===== config.mk =====
export PLATFORM = sky130hd
export DESIGN_NAME = inertial_intf
export DESIGN_NICKNAME = d
export VERILOG_FILES = /design/src/rtl/inertial_pkg.sv /design/src/rtl/inertial_intf_spi.sv /design/src/rtl/inertial_intf.sv
export SDC_FILE = /design/constraint.sdc
export NUM_CORES = 1
export LEC_CHECK = 0
export ABC_AREA = 1
export BUFFER_PORTS_ARGS = -buffer_cell sky130_fd_sc_hd__buf_2
export CAP_MARGIN = 10
export CORE_UTILIZATION = 59
export DETAILED_ROUTE_END_ITERATION = 8
export PLACE_DENSITY = 0.75
export SKIP_CTS_REPAIR_TIMING = 1
export SLEW_MARGIN = 20
export SYNTH_ARGS = -nofsm -noshare
export SYNTH_HDL_FRONTEND = slang
export SYNTH_SLANG_ARGS = --single-unit

===== constraint.sdc =====
create_clock -name clk -period 4.48 [get_ports clk]
set_clock_uncertainty 0.1 [all_clocks]
set_input_delay 0.896 -clock clk [delete_from_list [all_inputs] [get_ports clk]]
set_output_delay 0.896 -clock clk [all_outputs]
set_load 0.05 [all_outputs]

===== src/rtl/inertial_pkg.sv =====
// inertial_pkg: shared FSM states, sensor command words and read-address map for inertial_intf
package inertial_pkg;
  typedef enum logic [3:0] {
    PWR_UP = 4'd0, INIT1 = 4'd1, INIT2 = 4'd2, INIT3 = 4'd3, INIT4 = 4'd4,
    WAIT = 4'd5, RD_PL = 4'd6, RD_PH = 4'd7, RD_AL = 4'd8, RD_AH = 4'd9, VLD = 4'd10
  } state_t;
  localparam logic [15:0] INIT_CMD1 = 16'h0D02;
  localparam logic [15:0] INIT_CMD2 = 16'h1053;
  localparam logic [15:0] INIT_CMD3 = 16'h1150;
  localparam logic [15:0] INIT_CMD4 = 16'h1460;
  localparam logic [6:0] ADDR_PL = 7'h22;
  localparam logic [6:0] ADDR_PH = 7'h23;
  localparam logic [6:0] ADDR_AL = 7'h2C;
  localparam logic [6:0] ADDR_AH = 7'h2D;
  function automatic logic [15:0] cmd_of(input state_t s);
    return s == INIT1 ? INIT_CMD1 :
           s == INIT2 ? INIT_CMD2 :
           s == INIT3 ? INIT_CMD3 :
           s == INIT4 ? INIT_CMD4 :
           s == RD_PL ? {1'b1, ADDR_PL, 8'h00} :
           s == RD_PH ? {1'b1, ADDR_PH, 8'h00} :
           s == RD_AL ? {1'b1, ADDR_AL, 8'h00} :
           s == RD_AH ? {1'b1, ADDR_AH, 8'h00} : 16'h0000;
  endfunction
endpackage


===== src/rtl/inertial_intf_spi.sv =====
// spi_mstr16: 16-bit SPI master, SCLK idle high, MOSI driven on falling edges, MISO sampled on rising
module spi_mstr16 #(
  parameter int SCLK_DIV_W = 4
) (
  input  logic        clk,
  input  logic        rst,
  input  logic        wrt,
  input  logic [15:0] cmd,
  output logic        done,
  output logic [15:0] rd_data,
  output logic        SS_n,
  output logic        SCLK,
  output logic        MOSI,
  input  logic        MISO
);
  localparam int TW = SCLK_DIV_W + 5;
  // frame spans 33 half-periods: lead-in, 32 SCLK phases, then trailing half before SS_n rises
  localparam logic [TW-1:0] LAST = TW'(33 << (SCLK_DIV_W - 1));
  logic [TW-1:0] t, nxt;
  logic [15:0] tx;
  logic fin, rise, fall;
  assign nxt = t + 1'b1;
  assign fin = ~SS_n & (nxt == LAST);
  assign rise = ~SS_n & ~SCLK & ~nxt[SCLK_DIV_W-1];
  assign fall = ~SS_n & SCLK & nxt[SCLK_DIV_W-1] & (nxt[TW-1:SCLK_DIV_W] != '0);
  assign MOSI = tx[15];
  always_ff @(posedge clk) begin
    if (rst) begin
      SS_n <= 1'b1;
      SCLK <= 1'b1;
      tx <= '0;
      rd_data <= '0;
      t <= '0;
      done <= 1'b0;
    end else begin
      done <= fin;
      if (SS_n) begin
        if (wrt) begin
          SS_n <= 1'b0;
          t <= '0;
          tx <= cmd;
        end
      end else begin
        t <= nxt;
        SCLK <= ~nxt[SCLK_DIV_W-1] | fin;
        SS_n <= fin;
      end
      if (rise) rd_data <= {rd_data[14:0], MISO};
      if (fall) tx <= {tx[14:0], 1'b0};
    end
  end
endmodule


===== src/rtl/inertial_intf.sv =====
// inertial_intf: powers up and initialises the inertial sensor, then reads pitch rate and AZ on each data-ready
module inertial_intf
  import inertial_pkg::*;
#(
  parameter int PWR_UP_W = 16,
  parameter int SCLK_DIV_W = 4
) (
  input  logic        clk,
  input  logic        rst,
  input  logic        INT,
  output logic        SS_n,
  output logic        SCLK,
  output logic        MOSI,
  input  logic        MISO,
  output logic [15:0] ptch_rt,
  output logic [15:0] AZ,
  output logic        vld
);
  state_t state;
  logic [PWR_UP_W-1:0] timer;
  logic sent, int_ff, int_s, cmd_st, wrt, done, unused_hi;
  logic [15:0] rd_data;
  logic [7:0] pl, ph, al, ah;
  assign cmd_st = !(state inside {PWR_UP, WAIT, VLD});
  assign wrt = cmd_st & ~sent;
  assign unused_hi = ^rd_data[15:8];
  spi_mstr16 #(.SCLK_DIV_W(SCLK_DIV_W)) u_spi (
    .clk(clk), .rst(rst), .wrt(wrt), .cmd(cmd_of(state)), .done(done), .rd_data(rd_data),
    .SS_n(SS_n), .SCLK(SCLK), .MOSI(MOSI), .MISO(MISO)
  );
  always_ff @(posedge clk) begin
    if (rst) begin
      state <= PWR_UP;
      timer <= '0;
      sent <= 1'b0;
      int_ff <= 1'b0;
      int_s <= 1'b0;
      {pl, ph, al, ah} <= '0;
      ptch_rt <= '0;
      AZ <= '0;
      vld <= 1'b0;
    end else begin
      int_ff <= INT;
      int_s <= int_ff;
      vld <= 1'b0;
      case (state)
        PWR_UP: begin
          timer <= timer + 1'b1;
          if (&timer) state <= INIT1;
        end
        WAIT: if (int_s) state <= RD_PL;
        VLD: begin
          ptch_rt <= {ph, pl};
          AZ <= {ah, al};
          vld <= 1'b1;
          state <= WAIT;
        end
        default: begin
          sent <= 1'b1;
          if (done) begin
            sent <= 1'b0;
            state <= state_t'(state + 4'd1);
            if (state == RD_PL) pl <= rd_data[7:0];
            if (state == RD_PH) ph <= rd_data[7:0];
            if (state == RD_AL) al <= rd_data[7:0];
            if (state == RD_AH) ah <= rd_data[7:0];
          end
        end
      endcase
    end
  end
endmodule


# ---- Word-level counts from Yosys, hierarchy flattened
# Index checks and enable logic that the tools add are counted.
dict set report word_totals {
  ff_bits 124
  out_inout_bits 36
  input_bits 4
  wordCells 87
}
dict set report op_classes {
  muxes 21
  reduce_logical 17
  n_bitwise 13
  eq_ne 14
  n_addsub 3
}
# cell n
set op_table {}
lappend op_table {{two-way mux 16 bit} 11}
lappend op_table {{two-way mux 9 bit} 2}
lappend op_table {{adder 16 x 1 -> 16 bit (second input constant)} 1}
lappend op_table {{equality test 4 x 3 -> 1 bit (second input constant)} 4}
lappend op_table {{AND reduction 16 bit} 1}
lappend op_table {{AND reduction 3 bit} 5}
lappend op_table {{equality test 4 bit (second input constant)} 3}
lappend op_table {{two-way mux 4 bit} 3}
lappend op_table {{case mux 4 bit (3 select lines)} 1}
lappend op_table {{adder 9 x 1 -> 9 bit (second input constant)} 1}
lappend op_table {{equality test 9 bit (second input constant)} 1}
lappend op_table {{equality test 4 x 2 -> 1 bit (second input constant)} 2}
lappend op_table {{bitwise AND 1 bit} 7}
lappend op_table {{inverter 1 bit} 5}
lappend op_table {{nonzero test 5 bit} 1}
lappend op_table {{adder 4 x 1 -> 4 bit (second input constant)} 1}
lappend op_table {{equality test 4 x 1 -> 1 bit (second input constant)} 1}
lappend op_table {{zero test 4 bit} 1}
lappend op_table {{two-way mux 1 bit} 4}
lappend op_table {{!= test 2 x 1 -> 1 bit (second input constant)} 2}
lappend op_table {{AND reduction 2 bit} 2}
lappend op_table {{nonzero test 2 bit} 2}
lappend op_table {{nonzero test 4 bit} 1}
lappend op_table {{nonzero test 3 bit} 1}
lappend op_table {{other kinds (5)} 5}

# ---- Logic depth before layout (Yosys ltp)
dict set report depth {
  depth_word 12
  mapped_depth 13
  depth_no_buf 12
}

# ---- Modules after synthesis
# From an unflattened synthesis, not the netlist that was laid out.
dict set report hier_totals {
  hier_cells 791
  area_unflattened_um2 5784.3
}
# module cells_each area_per_inst_um2 seq_area_each_um2 instances
set by_module_without_submodules {}
lappend by_module_without_submodules {inertial_intf 489 3709.8 1761.7 1}
lappend by_module_without_submodules {spi_mstr16 302 2074.5 880.8 1}

# ---- Worst setup path before layout
# No wires, ideal clock.
dict set report synth_timing {
  path_type {input -> register}
  start {in rst}
  end {reg ptch_rt[0]}
  stages 6
  n_path_buf 3
  path_slack_ns 2.544
  setup_ns 0.070
  arrival_time_ns 1.766
  path_cell_list {clkbuf_1 inv_1 clkbuf_1 clkbuf_1 o21ai_0 a21oi_1}
}
# element line_no
set synth_rtl {}
lappend synth_rtl {{start: declaration} inertial_intf.sv:9} ;# input logic rst,
lappend synth_rtl {{end signal: assignment} inertial_intf.sv:53} ;# ptch_rt <= {ph, pl};
lappend synth_rtl {{end: declaration} inertial_intf.sv:15} ;# output logic [15:0] ptch_rt,

# ---- Worst setup path after layout
dict set report layout_timing {
  start {reg state[0]}
  end {reg pl[4]}
}
dict set report layout_via {
  elab_chain_cells 4
  elab_cells_between_ends 7
  cone_classes {3 x eq/ne; 1 x bitwise; 3 x reduce/logical}
}
# element line_no
set layout_rtl {}
lappend layout_rtl {{start: declaration} inertial_intf.sv:19} ;# state_t state;
lappend layout_rtl {{start signal: assignment} inertial_intf.sv:62} ;# state <= state_t'(state + 4'd1);
lappend layout_rtl {{equality test 4 x 3 -> 1 bit (tied with other cells)} inertial_intf.sv:46} ;# case (state)
lappend layout_rtl {{OR reduction 3 bit (no line)} --}
lappend layout_rtl {{inverter 1 bit (no line)} --}
lappend layout_rtl {{AND reduction 3 bit (no line) (*)} --}
lappend layout_rtl {{end signal: assignment} inertial_intf.sv:63} ;# if (state == RD_PL) pl <= rd_data[7:0];
lappend layout_rtl {{end: declaration} inertial_intf.sv:23} ;# logic [7:0] pl, ph, al, ah;
# Every way passes the cells marked *; elsewhere a longest branch is shown, timed or not.
# A chain may end at the register's enable or synchronous reset.

==> reports/qor.csv <==
metric,value,unit
post-route-min-period,2540,ps
end_kind,flip-flop,
cp_data_arrival_time,2840,ps
hpwl,7020,um
grt_pass1_vias,4158,
cp_max_fo,67,
setup_violations,0,
rows,34,
finalCritPeriodShare,56.6,%
worst_r2r_endpoint,pl[4],
dpl_cell_area,0.00558,mm2
io_buffers,39,
final_common_cell,dfxtp_1,
setup_ws,1940,ps
ir_drop,0.312,mV
clk_pin_slew_worst_paths,60,ps
antenna_cells,0,
area_delta_synth_final,15.5,%
reg2regPathDepth,12,
die_area,0.00950,mm2
synth_top_area_share,46.2,%
setup.worst_path.class,flip-flop to flip-flop,
die_w,97.5,um
maxSlewHeadroom,57.2,%
layout_common_cells,"124 x dfxtp_1, 92 x nand2_1, 79 x a21oi_1",
root_buffer,clkbuf_8,
crit_start,state[0],
start_kind,flip-flop,
route.detailed.drc,0,
worst_pin_slew,642,ps
rr_startpoint,state[0],
dr.pass1.iters,4,
cts_buffers,17,
p_per_area,519,mW/mm2
cts_htree_levels,4,
start_util,61.4,%
rsz0062_at_grt,no,
syn_nets,704,
clk_latency,510,ps
synth_seq_cells,124,
ios,40,
netlist_instances,693,
vias,4518,
drive_gt1_share,18.1,%
clkSinkCount,124,
slew_viol_final,0,
post_drt_wl_per_cell,12.5,um
ys_seq_area_share,46.2,%
synth.cell_area,0.00538,mm2
gp_congestion,0.830,
critical_path_required,4790,ps
synth.distinct_cells,38,
reg2reg_slack,1940,ps
p_leak,2.60,nW
total_power,3.22,mW
hold_violations,0,
yosys-top-cells-area,"dfxtp_1 46%, a21oi_1 7.4%, nand2_1 6.4%, o21ai_0 5.7%, nor2_1 5.4%",
syn_avg_cell_area,7.76,um2
synth_area_leader_cell,dfxtp_1,
outcome,"complete, no violations",
clock_path_buffers,2,
grt_overflow_total,0,
grt_usage,23.5,%
initialDrtViolationCount,222,
synth-warning-count,0,
fin_nets,737,
grt_pass1_wl,18300,um
cts_tree,built,
antenna_left,0,
pre_cts_slack,1510,ps
die_h,97.5,um
min_path_type,flip-flop to flip-flop,
wl,10600,um
core-area,0.00876,mm2
tns,0,ps
worstHoldPathCells,2,
grt_max_degree,68,
antenna_found_initial,0,
fin_area,0.00621,mm2
via_per_inst,5.33,
timing.fmax,0.394,GHz
endpoint,pl[4],
nFillCells,710,
max_cap_viol_count,0,
==> worst min path at each step <==
stage	from	end	slack, ps
6_report	int_ff	int_s	330
5_1_grt	AZ[10]	AZ[10]	350
4_1_cts	int_ff	int_s	330
3_3_place_gp	int_ff	int_s	310
2_1_floorplan	int_ff	int_s	290
3_5_place_dp	int_ff	int_s	320
==> where the power goes <==
part	internal (mW)	total (mW)	leakage (nW)	switching [mW]
clock	0.920	1.42	0.291	0.495
combinational	0.170	0.595	1.30	0.425
sequential	1.16	1.21	1.00	0.0553
==> cell type report <==
class / instances / area, um2 / area share [%]
Inverter: 90 / 344 / 5.54
Multi-Input combinational cell: 452 / 2420 / 38.9
Clock inverter: 13 / 190 / 3.06
Clock buffer: 19 / 432 / 6.95
Timing Repair Buffer: 41 / 210 / 3.38
Tap cell: 108 / 135 / 2.18
Sequential cell: 124 / 2480 / 40.0
==> through the flow <==
step	hold WS (ps)	instances	util, %
floorplan	288	693	-
global placement	310	815	63.7
detailed placement	319	815	63.7
CTS	328	847	70.8
global route	353	847	70.9
finish	325	847	70.9
==> registers in the layout, summed over array words and instances (netlist names), 9 cells and up <==
register / cells
AZ: 16
ptch_rt: 16
timer: 16
u_spi.tx: 16
u_spi.t: 9
==> metal layers <==
layer  GRT usage, %  routed length (um)
met5              0                   0
met4           10.3                 136
met3           5.61                 465
met2           40.1                5350
met1           28.1                4640
==> synth_stat cells (all sizes together) <==
cell and count:
dfxtp 124, nand2 101, nor2 91, inv 88, o21ai 86, a21oi 85, nand3 47, clkbuf 20
nand3b 8, buf 7, ha 7, nor3 6, nand4 5, xor2 4, or2 3, clkinv 2
o211ai 2, o21a 2, a211oi 1, o2111ai 1, o21bai 1, o31ai 1, xnor2 1
==> worst max-delay path, stage by stage, from the launching register on <==
cell and delay [ps]:
dfxtp_1 400, inv_1 110, ha_1 280, nand3_4 510, nand2_4 140, nor2_8 170
inv_4 70, nor2_8 120, inv_4 70, nor2_8 180, inv_2 100, nor2_1 120
nor2_1 60
==> kinds of logic (layout without fill, tap and decap cells) <==
logic type / Yosys count / in the layout / synth area share (%)
adders and majority gates: 7 / 7 / 1.63
and+or+nand+nor: 261 / 261 / 24.8
AOI/OAI and AO/OA: 179 / 179 / 17.5
DFF: 124 / 124 / 46.2
xor gates and xnor gates: 5 / 5 / 0.954
buffers and inverters: 117 / 163 / 8.98
No activity file was read; power rests on OpenSTA's default activity.
